--- src/rtl/uart_rx_frame_ctrl.sv ---
// uart_rx_frame_ctrl: frame controller behind a byte receiver (header hunt, length, payload buffer, checksum, stream out)
// Ports: clk, rst_n (async, active-low); rx_data/rx_valid/rx_check_err/rx_stop_err from the byte receiver;
//        pay_data/pay_valid/pay_last/pay_ready payload stream; frame_len/frame_done on a good frame;
//        frame_err/err_code on an aborted frame or dropped byte.
// Optional: define RX_TIMEOUT_EN to abort a frame when no byte arrives within TIMEOUT_CYC cycles.
module uart_rx_frame_ctrl #(
  parameter logic [7:0] HDR0        = 8'hEB,
  parameter logic [7:0] HDR1        = 8'h90,
  parameter int         MAX_LEN     = 16,
  parameter int         TIMEOUT_CYC = 20000
) (
  input  logic       clk,
  input  logic       rst_n,
  input  logic [7:0] rx_data,
  input  logic       rx_valid,
  input  logic       rx_check_err,
  input  logic       rx_stop_err,
  output logic [7:0] pay_data,
  output logic       pay_valid,
  output logic       pay_last,
  input  logic       pay_ready,
  output logic [7:0] frame_len,
  output logic       frame_done,
  output logic       frame_err,
  output logic [2:0] err_code
);
  localparam int AW = MAX_LEN > 1 ? $clog2(MAX_LEN) : 1;
  if (MAX_LEN < 1 || MAX_LEN > 255 || TIMEOUT_CYC < 1) begin : g_bad_param
    $error("uart_rx_frame_ctrl: MAX_LEN must be 1..255 and TIMEOUT_CYC >= 1");
  end
  typedef enum logic [2:0] {IDLE, H1, LEN, PAY, CSUM, OUT} state_t;
  state_t        state;
  logic [7:0]    mem [MAX_LEN];
  logic [AW-1:0] idx, rd;
  logic [7:0]    len, csum;
  logic          bad, in_frame, tmo_hit;
  logic [2:0]    bad_code;
  assign bad      = rx_valid & (rx_check_err | rx_stop_err);
  assign bad_code = rx_check_err ? 3'd1 : 3'd2;
  assign in_frame = state inside {H1, LEN, PAY, CSUM};
`ifdef RX_TIMEOUT_EN
  localparam int TW = $clog2(TIMEOUT_CYC + 1);
  logic [TW-1:0] tmo;
  // expiry is the TIMEOUT_CYC-th byte-free cycle; a byte in that cycle wins
  assign tmo_hit = in_frame & ~rx_valid & (tmo == TW'(TIMEOUT_CYC - 1));
  always_ff @(posedge clk or negedge rst_n)
    if (!rst_n) tmo <= '0;
    else tmo <= (in_frame & ~rx_valid & ~tmo_hit) ? tmo + 1'b1 : '0;
`else
  assign tmo_hit = 1'b0;
`endif
  always_ff @(posedge clk)
    if (state == PAY && rx_valid && !bad) mem[idx] <= rx_data;
  always_ff @(posedge clk or negedge rst_n) begin
    if (!rst_n) begin
      state      <= IDLE;
      idx        <= '0;
      rd         <= '0;
      len        <= '0;
      csum       <= '0;
      pay_data   <= '0;
      pay_valid  <= 1'b0;
      pay_last   <= 1'b0;
      frame_len  <= '0;
      frame_done <= 1'b0;
      frame_err  <= 1'b0;
      err_code   <= '0;
    end else begin
      frame_done <= 1'b0;
      frame_err  <= 1'b0;
      if (tmo_hit) begin
        state     <= IDLE;
        frame_err <= 1'b1;
        err_code  <= 3'd5;
      end else if (bad && in_frame) begin
        state     <= IDLE;
        frame_err <= 1'b1;
        err_code  <= bad_code;
      end else begin
        case (state)
          IDLE: if (rx_valid && !bad && rx_data == HDR0) state <= H1;
          H1:   if (rx_valid) state <= rx_data == HDR1 ? LEN : rx_data == HDR0 ? H1 : IDLE;
          LEN:
            if (rx_valid) begin
              if (rx_data == 8'd0 || rx_data > 8'(MAX_LEN)) begin
                state     <= IDLE;
                frame_err <= 1'b1;
                err_code  <= 3'd3;
              end else begin
                len   <= rx_data;
                csum  <= rx_data;
                idx   <= '0;
                state <= PAY;
              end
            end
          PAY:
            if (rx_valid) begin
              csum <= csum + rx_data;
              idx  <= idx + 1'b1;
              if (8'(idx) == len - 8'd1) state <= CSUM;
            end
          CSUM:
            if (rx_valid) begin
              if (rx_data == csum) begin
                state      <= OUT;
                frame_len  <= len;
                frame_done <= 1'b1;
                rd         <= '0;
                pay_valid  <= 1'b1;
                pay_data   <= mem[0];
                pay_last   <= len == 8'd1;
              end else begin
                state     <= IDLE;
                frame_err <= 1'b1;
                err_code  <= 3'd4;
              end
            end
          OUT: begin
            // bytes arriving while streaming are dropped; the stream itself continues
            if (rx_valid) begin
              frame_err <= 1'b1;
              err_code  <= 3'd6;
            end
            if (pay_valid && pay_ready) begin
              if (pay_last) begin
                state     <= IDLE;
                pay_valid <= 1'b0;
              end else begin
                rd       <= rd + 1'b1;
                pay_data <= mem[rd + 1'b1];
                pay_last <= 8'(rd) + 8'd2 == len;
              end
            end
          end
          default: state <= IDLE;
        endcase
      end
    end
  end
endmodule

--- config.mk ---
export PLATFORM = sky130hd
export DESIGN_NAME = uart_rx_frame_ctrl
export DESIGN_NICKNAME = d
export VERILOG_FILES = /design/src/rtl/uart_rx_frame_ctrl.sv
export SDC_FILE = /design/constraint.sdc
export NUM_CORES = 1
export LEC_CHECK = 0
export BUFFER_PORTS_ARGS = -buffer_cell sky130_fd_sc_hd__buf_2
export CAP_MARGIN = 20
export CORE_ASPECT_RATIO = 1.5
export CORE_UTILIZATION = 35
export DETAILED_ROUTE_END_ITERATION = 10
export PLACE_DENSITY = 0.51
export SLEW_MARGIN = 20
export SYNTH_ARGS = -nofsm -noshare
export SYNTH_HDL_FRONTEND = slang
export SYNTH_SLANG_ARGS = --single-unit
--- constraint.sdc ---
create_clock -name clk -period 3.45 [get_ports clk]
set_clock_uncertainty 0.15 [all_clocks]
set_input_delay 0.1725 -clock clk [delete_from_list [all_inputs] [get_ports clk]]
set_output_delay 0.1725 -clock clk [all_outputs]
set_load 0.02 [all_outputs]
# --- Word-level counts from Yosys, hierarchy flattened ---
# Memory sizes are Yosys's and may differ from the RTL's.
# Index checks and enable logic that the tools add are counted.
op_classes:
  bitwise: 4
  mux: 63
  reduce_logical: 22
  addsub: 5
  n_lt_le_gt_ge: 1
  n_eq_ne: 30
ops:
  columns: ["operator", "n"]
  rows:
  - ["$mux W8", 7]
  - ["$mux W3", 16]
  - ["$pmux W8 S2", 2]
  - ["$mux W4", 7]
  - ["$mux W1", 21]
  - ["$pmux W3 S6", 1]
  - ["$reduce_and A6 Y1", 3]
  - ["$eq A8 B8 Y1 const B", 2]
  - ["$pmux W4 S2", 2]
  - ["$ne A3 B3 Y1 const B", 5]
  - ["$ne A2 B2 Y1 const B", 7]
  - ["$ne A3 B2 Y1 const B", 4]
  - ["$reduce_and A5 Y1", 2]
  - ["$pmux W3 S3", 1]
  - ["$add A4 B1 Y4 const B", 2]
  - ["$add A8 B8 Y8", 1]
  - ["$eq A4 B8 Y1", 1]
  - ["$eq A5 B8 Y1", 1]
  - ["$eq A8 B1 Y1 const B", 1]
  - ["$eq A8 B8 Y1", 1]
  - ["$gt A8 B5 Y1 const B", 1]
  - ["$logic_not A8 Y1", 1]
  - ["$reduce_and A4 Y1", 2]
  - ["$reduce_and A8 Y1", 1]
  - ["19 further kinds", 33]
word_totals:
  out_inout_bits: 23
  ramBits: 128
  memories: 1
  in_bits: 14
  wordCells: 138
  register_bits: 50
mem_list:
  columns: ["memory", "words", "word_bits", "rd", "rd_ports_with_merged_regs", "wr", "line_no", "rtl"]
  rows:
  - ["mem", 16, 8, 2, 0, 1, "33", "logic [7:0] mem [MAX_LEN];"]

# --- Logic depth before layout (Yosys ltp) ---
# Gate-level depths: netlist (run 1).
logic_depth:
  depth_word: 8
  depth_mapped: 9
  mapped_depth_nobuf: 9

# --- Worst setup path after synthesis (run 1) ---
# OpenSTA, ideal clock, no wires.
synth_path:
  path_type: "register to register"
  start: "reg rd[1]"
  end: "reg pay_data[5]"
  required_ps: 3166
  path_buffers: 2
  synth_period_minus_slack_ps: 2555
  setup_time_ps: 134
  path_stages_with_launch: 8
  path_slack_ps: 895
  t_arrival_ps: 2272
  path_cell_list: "dfrtp_1 -> ha_1 -> clkbuf_1 -> clkbuf_1 -> mux4_2 -> mux4_1 -> mux2i_1 -> o21ai_0"
synth_between:
  elab_chain_cells: 5
synth_rtl:
  columns: ["item", "line_no", "rtl"]
  rows:
  - ["start: declaration", "34", "logic [AW-1:0] idx, rd;"]
  - ["start signal: assignment", "129", "rd <= rd + 1'b1;"]
  - ["$add A4 B1 Y4", "130", "pay_data <= mem[rd + 1'b1];"]
  - ["$mem_v2 Z16 W8", null, null]
  - ["$mux W8", "125", "if (pay_last) begin"]
  - ["$mux W8", "124", "if (pay_valid && pay_ready) begin"]
  - ["$pmux W8 S2", "80", "case (state)"]
  - ["end signal: assignment", "110", "pay_data <= mem[0];"]
  - ["end signal: assignment", "130", null]
  - ["end: declaration", "18", "output logic [7:0] pay_data,"]
# Every way passes these cells. The select of a mux whose other input is x is not followed.
# A chain may end at the register's enable or synchronous reset.

# --- Worst setup path after layout (run 1) ---
layout_path:
  start: "reg len[0]"
  end: "reg state[1]"
layout_between:
  elab_chain_cells: 4
layout_rtl:
  columns: ["item", "line_no", "rtl"]
  rows:
  - ["start: declaration", "35", "logic [7:0] len, csum;"]
  - ["start signal: assignment", "90", "len <= rx_data;"]
  - ["$sub A8 B1 Y8", "100", "if (8'(idx) == len - 8'd1) state <= CSUM;"]
  - ["$eq A4 B8 Y1", "100", null]
  - ["$ne A3 B1 Y1 (no source line)", null, null]
  - ["$reduce_and A8 Y1 (no source line)", null, null]
  - ["end signal: assignment", "82", "H1: if (rx_valid) state <= rx_data == HDR1 ? LEN : rx_data == HDR0 ? H1 : IDLE;"]
  - ["end: declaration", "32", "state_t state;"]
# Every way passes these cells.

==> results of run 1 <==
-- cells in the final DEF, fill, tap and decap left out, types with 15 or more instances in the layout --
| cell | instances |
|---|---|
| nand2_1 | 39 |
| ha_1 | 15 |
| clkbuf_16 | 17 |
| buf_2 | 36 |
| mux4_2 | 36 |
| buf_4 | 30 |
| dfrtp_1 | 49 |
| o21ai_0 | 29 |
| mux2_2 | 16 |
| edfxtp_1 | 128 |
| nor2_1 | 23 |
-- cell families (layout without fill, tap and decap cells) --
logic type | after synthesis | in the layout | synth area share [%]
flip-flops | 178 | 178 | 63.77
buffers and inverters | 35 | 112 | 1.911
XOR/XNOR | 19 | 19 | 2.083
AND/OR/NAND/NOR | 132 | 132 | 8.990
AO/OA/AOI/OAI | 74 | 74 | 6.328
multiplexers | 64 | 64 | 14.31
adder cells (fa/ha/maj) | 16 | 16 | 2.600
-- registers in the layout, summed over array words and instances (netlist names) --
name / count
mem: 128
csum: 8
frame_len: 8
len: 8
pay_data: 8
idx: 4
rd: 4
err_code: 3
state: 3
frame_done: 1
frame_err: 1
pay_last: 1
pay_valid: 1
-- what timing repair did --
item | CTS | global route
endpoints found under the hold margin | 19 | 0
endpoints found under the setup margin | 0 | 0
hold buffers | 5 | 0
-- cell type report --
type                       count  area, um^2  share of cell area [%]
sequential                   178        5096                   54.67
inverter                       9       33.78                  0.3624
clock buffer                  19       432.9                   4.644
clock inverter                11       163.9                   1.758
multi-input combinational    305        2754                   29.54
timing repair buffer          73       495.5                   5.315
tap                          276       345.3                   3.705
-- worst paths after layout --
check,from,end,slack [ns],cells after the start
max,len[0]$_DFFE_PN0P_,state[1]$_DFFE_PN0P_,0.59,8
min,rx_data[4],mem[4][4]$_DFFE_PP_,0.05,1
max reg2reg,len[0]$_DFFE_PN0P_,state[1]$_DFFE_PN0P_,0.59,8
min reg2reg,pay_data[1]$_DFFE_PN0P_,pay_data[1]$_DFFE_PN0P_,0.33,2
max in group asynchronous,rst_n,rd[0]$_DFFE_PN0P_,2.26,3
min in group asynchronous,rst_n,err_code[1]$_DFFE_PN0P_,0.06,2
-- layer usage --
metal | up-vias | track usage (%) | part of all wire, %
met5 | - | 0 | 0
met4 | 0 | 9.146 | 3.8
met3 | 31 | 2.603 | 2.9
met2 | 91 | 31.67 | 55
met1 | 2415 | 18.77 | 38
li1 | 2161 | - | -
-- per-stage QoR --
| stage | setup WS [ns] | instances |
|---|---|---|
| 6_report | 0.5929 | 871 |
| 5_1_grt | 0.3839 | 871 |
| 4_1_cts | 0.5835 | 871 |
| 3_5_place_dp | 0.6044 | 836 |
| 3_3_place_gp | 0.6340 | 836 |
| 2_1_floorplan | 0.8946 | 518 |
-- critical path: stages (launching register included) --
cell       delay [ns]
dfrtp_1          0.46
inv_1            0.11
ha_1             0.21
nor4b_1          0.34
nand2_1          0.09
a211oi_1         0.32
a2111oi_2        0.10
a2111oi_2        0.57
mux2_2           0.39
-- where the power goes --
part | switching [uW] | leakage [uW] | internal [uW]
Clock | 784 | 0.000276 | 1200
Combinational | 174 | 0.00135 | 110
Sequential | 32.8 | 0.00182 | 2320
==> impl_metrics.json, run 1 <==
{
  "status": "finished clean",
  "power.total_uw": 4621,
  "yosysUniqueCellTypes": 56,
  "area_growth_pct": 16.68,
  "portBuffers": 36,
  "die_area_um2": 23450,
  "insertion_delay_ns": 0.43,
  "final_hold_viol_count": 0,
  "slew_headroom_pct": 51.01,
  "fillCellCount": 1989,
  "synth_edf_count": 128,
  "detail-route-antenna-nets": 0,
  "utilization_pct": 41.65,
  "antennaDiodeCount": 0,
  "avgSynthCellArea_um2": 15.42,
  "timing.final.crit_period_ns": 2.857,
  "hp-class": "primary input to flop",
  "synth_cells": 518,
  "path_class": "flop to flop",
  "cts-resized-gates": 0,
  "p_per_area_nw_per_um2": 495.8,
  "grt_overflow_total": 0,
  "crit_required_ns": 3.61,
  "fin_crit_sh_pct": 82.81,
  "vias": 4698,
  "antenna_found_initial": 0,
  "rows": 67,
  "start_kind": "flop",
  "grt_max_degree": 37,
  "drt-pass1-iter-count": 4,
  "hold_ws_ns": 0.05475,
  "ys.flop_type": "edfxtp_1",
  "ys_ff_latch": 178,
  "synth_top_area_share_pct": 48.11,
  "fin_area_um2": 9321,
  "seq_area_frac_synth_pct": 63.77,
  "crit_path_end_kind": "flop",
  "clock.fmax_mhz": 350.0,
  "slew_violations": 0,
  "synth_top_area_cell": "edfxtp_1",
  "clockBufferDepth": 2,
  "synth_commonest_cells": "edfxtp_1 (128), dfrtp_1 (50), nand2_1 (39)",
  "yosys-top-cells-area": "edfxtp_1 (48%), dfrtp_1 (16%), mux4_2 (10%), ha_1 (2.3%), mux2_2 (2.3%)",
  "clk_pin_slew_ns": 0.06,
  "routed_via_density": 5.394,
  "cts_made_buffers": 17,
  "post-cts-setup-buffers": 0,
  "syn_nets": 548,
  "globalplace.congestion": 0.8435,
  "drc": 0,
  "yosys_warnings": 0,
  "totalWireLength_um": 18820,
  "grt_usage_pct": 17.15,
  "rsz0062_at_grt": "no",
  "hpwl_um": 12880,
  "yosysMostFrequentCell": "edfxtp_1",
  "drtIter0Drc": 281,
  "grt_pass1_wl_um": 29200,
  "cts_tree": "built",
  "design.portCount": 37,
  "report.final.setup_viol": 0,
  "routedWlPerCell_um": 21.60,
  "syn_area_um2": 7989,
  "peakVddDrop_uv": 268.5,
  "power.leakage_uw": 0.003443,
  "dpl_cell_area_um2": 8675,
  "max_cap_violations": 0,
  "fin_nets": 614,
  "cts_root_buffer": "clkbuf_16",
  "cts_max_level": 4,
  "start_util_pct": 35.69,
  "cts.sinks": 178,
  "drive_gt1_share_pct": 26.55,
  "async_reset_ff_share_pct": 28.09,
  "tns_ns": 0,
  "core_region_area_um2": 22380,
  "crit_fanout": 6,
  "grt_pass1_vias": 5049,
  "dieHeight_um": 187.0,
  "die_x_um": 125.4,
  "worst_pin_slew_ns": 0.7348,
  "crit_arrival_ns": 3.02
}
Power figures use the tool's default switching activity.
==> run 2: changes to the inputs <==
Clock period 3.45 ns to 2.8 ns, I/O delays scaled along.
==> run 2 against run 1 <==
Cell area rose by 1.4%. Highest routed layer unchanged. Setup slack got worse by 0.41 ns. Hold slack improved by 0.0018 ns. Combinational power rose by 42%. Non-clock buffer count rose by 11. Register-to-register slack got worse by 0.41 ns. Maximum frequency rose by 9.0%. Critical endpoint is now pay_data[5]$_DFFE_PN0P_. Critical path type unchanged. Final cell count rose by 1.5%. Core utilization rose by 0.57 points. Routed wire length rose by 1.5%. Global-route usage rose by 0.39 points. Via count rose by 0.64%.
==> impl_metrics.json, run 2 (synthesis gave the netlist of run 1 again) <==
{
  "status": "finished clean",
  "sw_frac_of_total_pct": 21.36,
  "crit_fanout": 29,
  "timing.final.crit_period_ns": 2.621,
  "start_util_pct": 35.69,
  "detail-route-antenna-nets": 0,
  "multi_input_area_um2": 2760,
  "slew_headroom_pct": 41.15,
  "totalWireLength_um": 19090,
  "p_seq_share_pct": 50.0,
  "cts.sinks": 178,
  "start_kind": "flop",
  "largest_register_ffs": 128,
  "busiest_layer": "met2",
  "antennaDiodeCount": 0,
  "clk_pin_slew_ns": 0.06,
  "clockBufferDepth": 2,
  "drc": 0,
  "drive_gt1_share_pct": 28.29,
  "grt_pass1_wl_um": 29900,
  "largest-register": "mem",
  "fin_crit_sh_pct": 93.60,
  "design.portCount": 37,
  "die_x_um": 125.4,
  "setup_ws_ns": 0.1791,
  "tns_ns": 0,
  "core_region_area_um2": 22380,
  "cts_max_level": 4,
  "clkPwrFrac_pct": 43.0,
  "final_common_cell": "edfxtp_1",
  "crit_arrival_ns": 2.77,
  "drt-pass1-iter-count": 4,
  "final_hold_viol_count": 0,
  "slew_violations": 0,
  "power.leakage_uw": 0.003533,
  "routedWlPerCell_um": 21.60,
  "drtIter0Drc": 239,
  "grt_pass1_vias": 5130,
  "vias": 4728,
  "seq_area_um2": 5096,
  "place_ws_ns": 0.1235,
  "use_met2_pct": 31.82,
  "grt_use_met3_pct": 3.432,
  "routed_via_density": 5.348,
  "crit_required_ns": 2.95,
  "grt_usage_pct": 17.54,
  "portBuffers": 36,
  "met1_usage_pct": 19.74,
  "rows": 67,
  "cts_made_buffers": 17,
  "die_area_um2": 23450,
  "peakVddDrop_uv": 352.8,
  "max_cap_violations": 0,
  "p_per_area_nw_per_um2": 610.6,
  "rsz0062_at_grt": "no",
  "hold_ws_ns": 0.05653,
  "layout_common_cells": "edfxtp_1 (128), dfrtp_1 (49), buf_4 (40), nand2_1 (39)",
  "dpl_cell_area_um2": 8790,
  "grt_max_degree": 37,
  "insertion_delay_ns": 0.43,
  "antenna_found_initial": 0,
  "crit_path_end_kind": "flop",
  "cts_tree": "built",
  "fin_area_um2": 9449,
  "p_switching_uw": 1232,
  "area_growth_pct": 18.28,
  "report.final.setup_viol": 0,
  "combPwrFrac_pct": 7.0,
  "hp-class": "primary input to flop",
  "clock.fmax_mhz": 381.6,
  "dieHeight_um": 187.0,
  "path_class": "flop to flop",
  "hpwl_um": 13040,
  "cts_root_buffer": "clkbuf_16",
  "utilization_pct": 42.22,
  "internal_power_uw": 4537,
  "grt_overflow_total": 0,
  "worst_pin_slew_ns": 0.8828,
  "fillCellCount": 2035,
  "fin_nets": 625,
  "globalplace.congestion": 0.8380
}
## run 2: area by class of cell
| class | count | share of cell area, % |
|---|---|---|
| Tap cell | 276 | 3.655 |
| Multi-Input combinational cell | 305 | 29.21 |
| Sequential cell | 178 | 53.93 |
| Clock inverter | 10 | 1.682 |
| Timing Repair Buffer | 84 | 6.356 |
| Inverter | 9 | 0.3575 |
| Clock buffer | 22 | 4.807 |
## run 2: worst max-delay path: stages (launching register included)
cell,delay (ns)
dfrtp_1,0.44
ha_1,0.37
buf_12,0.22
mux4_2,0.37
mux4_1,0.51
mux2i_1,0.27
o21ai_0,0.12
## run 2: final timing paths
kind	from	endpoint	slack, ns	cells past startpoint
max	rd[1]$_DFFE_PN0P_	pay_data[5]$_DFFE_PN0P_	0.18	6
min	rx_data[7]	mem[5][7]$_DFFE_PP_	0.06	1
max reg2reg	rd[1]$_DFFE_PN0P_	pay_data[5]$_DFFE_PN0P_	0.18	6
min reg2reg	pay_data[2]$_DFFE_PN0P_	pay_data[2]$_DFFE_PN0P_	0.32	2
max in group asynchronous	rst_n	csum[3]$_DFFE_PN0P_	1.59	3
min in group asynchronous	rst_n	err_code[1]$_DFFE_PN0P_	0.22	2
## run 2: per-layer routing
| layer | up-vias | wire (um) |
|---|---|---|
| li1 | 2183 | - |
| met1 | 2418 | 7408 |
| met2 | 90 | 10460 |
| met3 | 37 | 584 |
| met4 | 0 | 644 |
| met5 | - | 0 |
## run 2: power by group through the flow
stage	registers (uW)	clock network, uW	logic [uW]
detailed placement	2940	0	398
CTS	2880	2540	404
floorplan	2970	0	196
finish	2880	2480	404
global placement	2940	0	388
global route	2890	2640	448
## run 2: what timing repair did
item                                    in CTS  in global routing
endpoints found under the setup margin       0                  2
hold buffers                                 4                  0
setup buffers                                0                  0
gates resized for setup                      0                  1
hold endpoints to repair                    38                  0
## run 2: per-stage QoR
step                      instances  total power, uW
after floorplan                 518             3163
after global placement          848             3325
after detailed placement        848             3336
after CTS                       884             5830
after global routing            884             5972
final                           884             5769
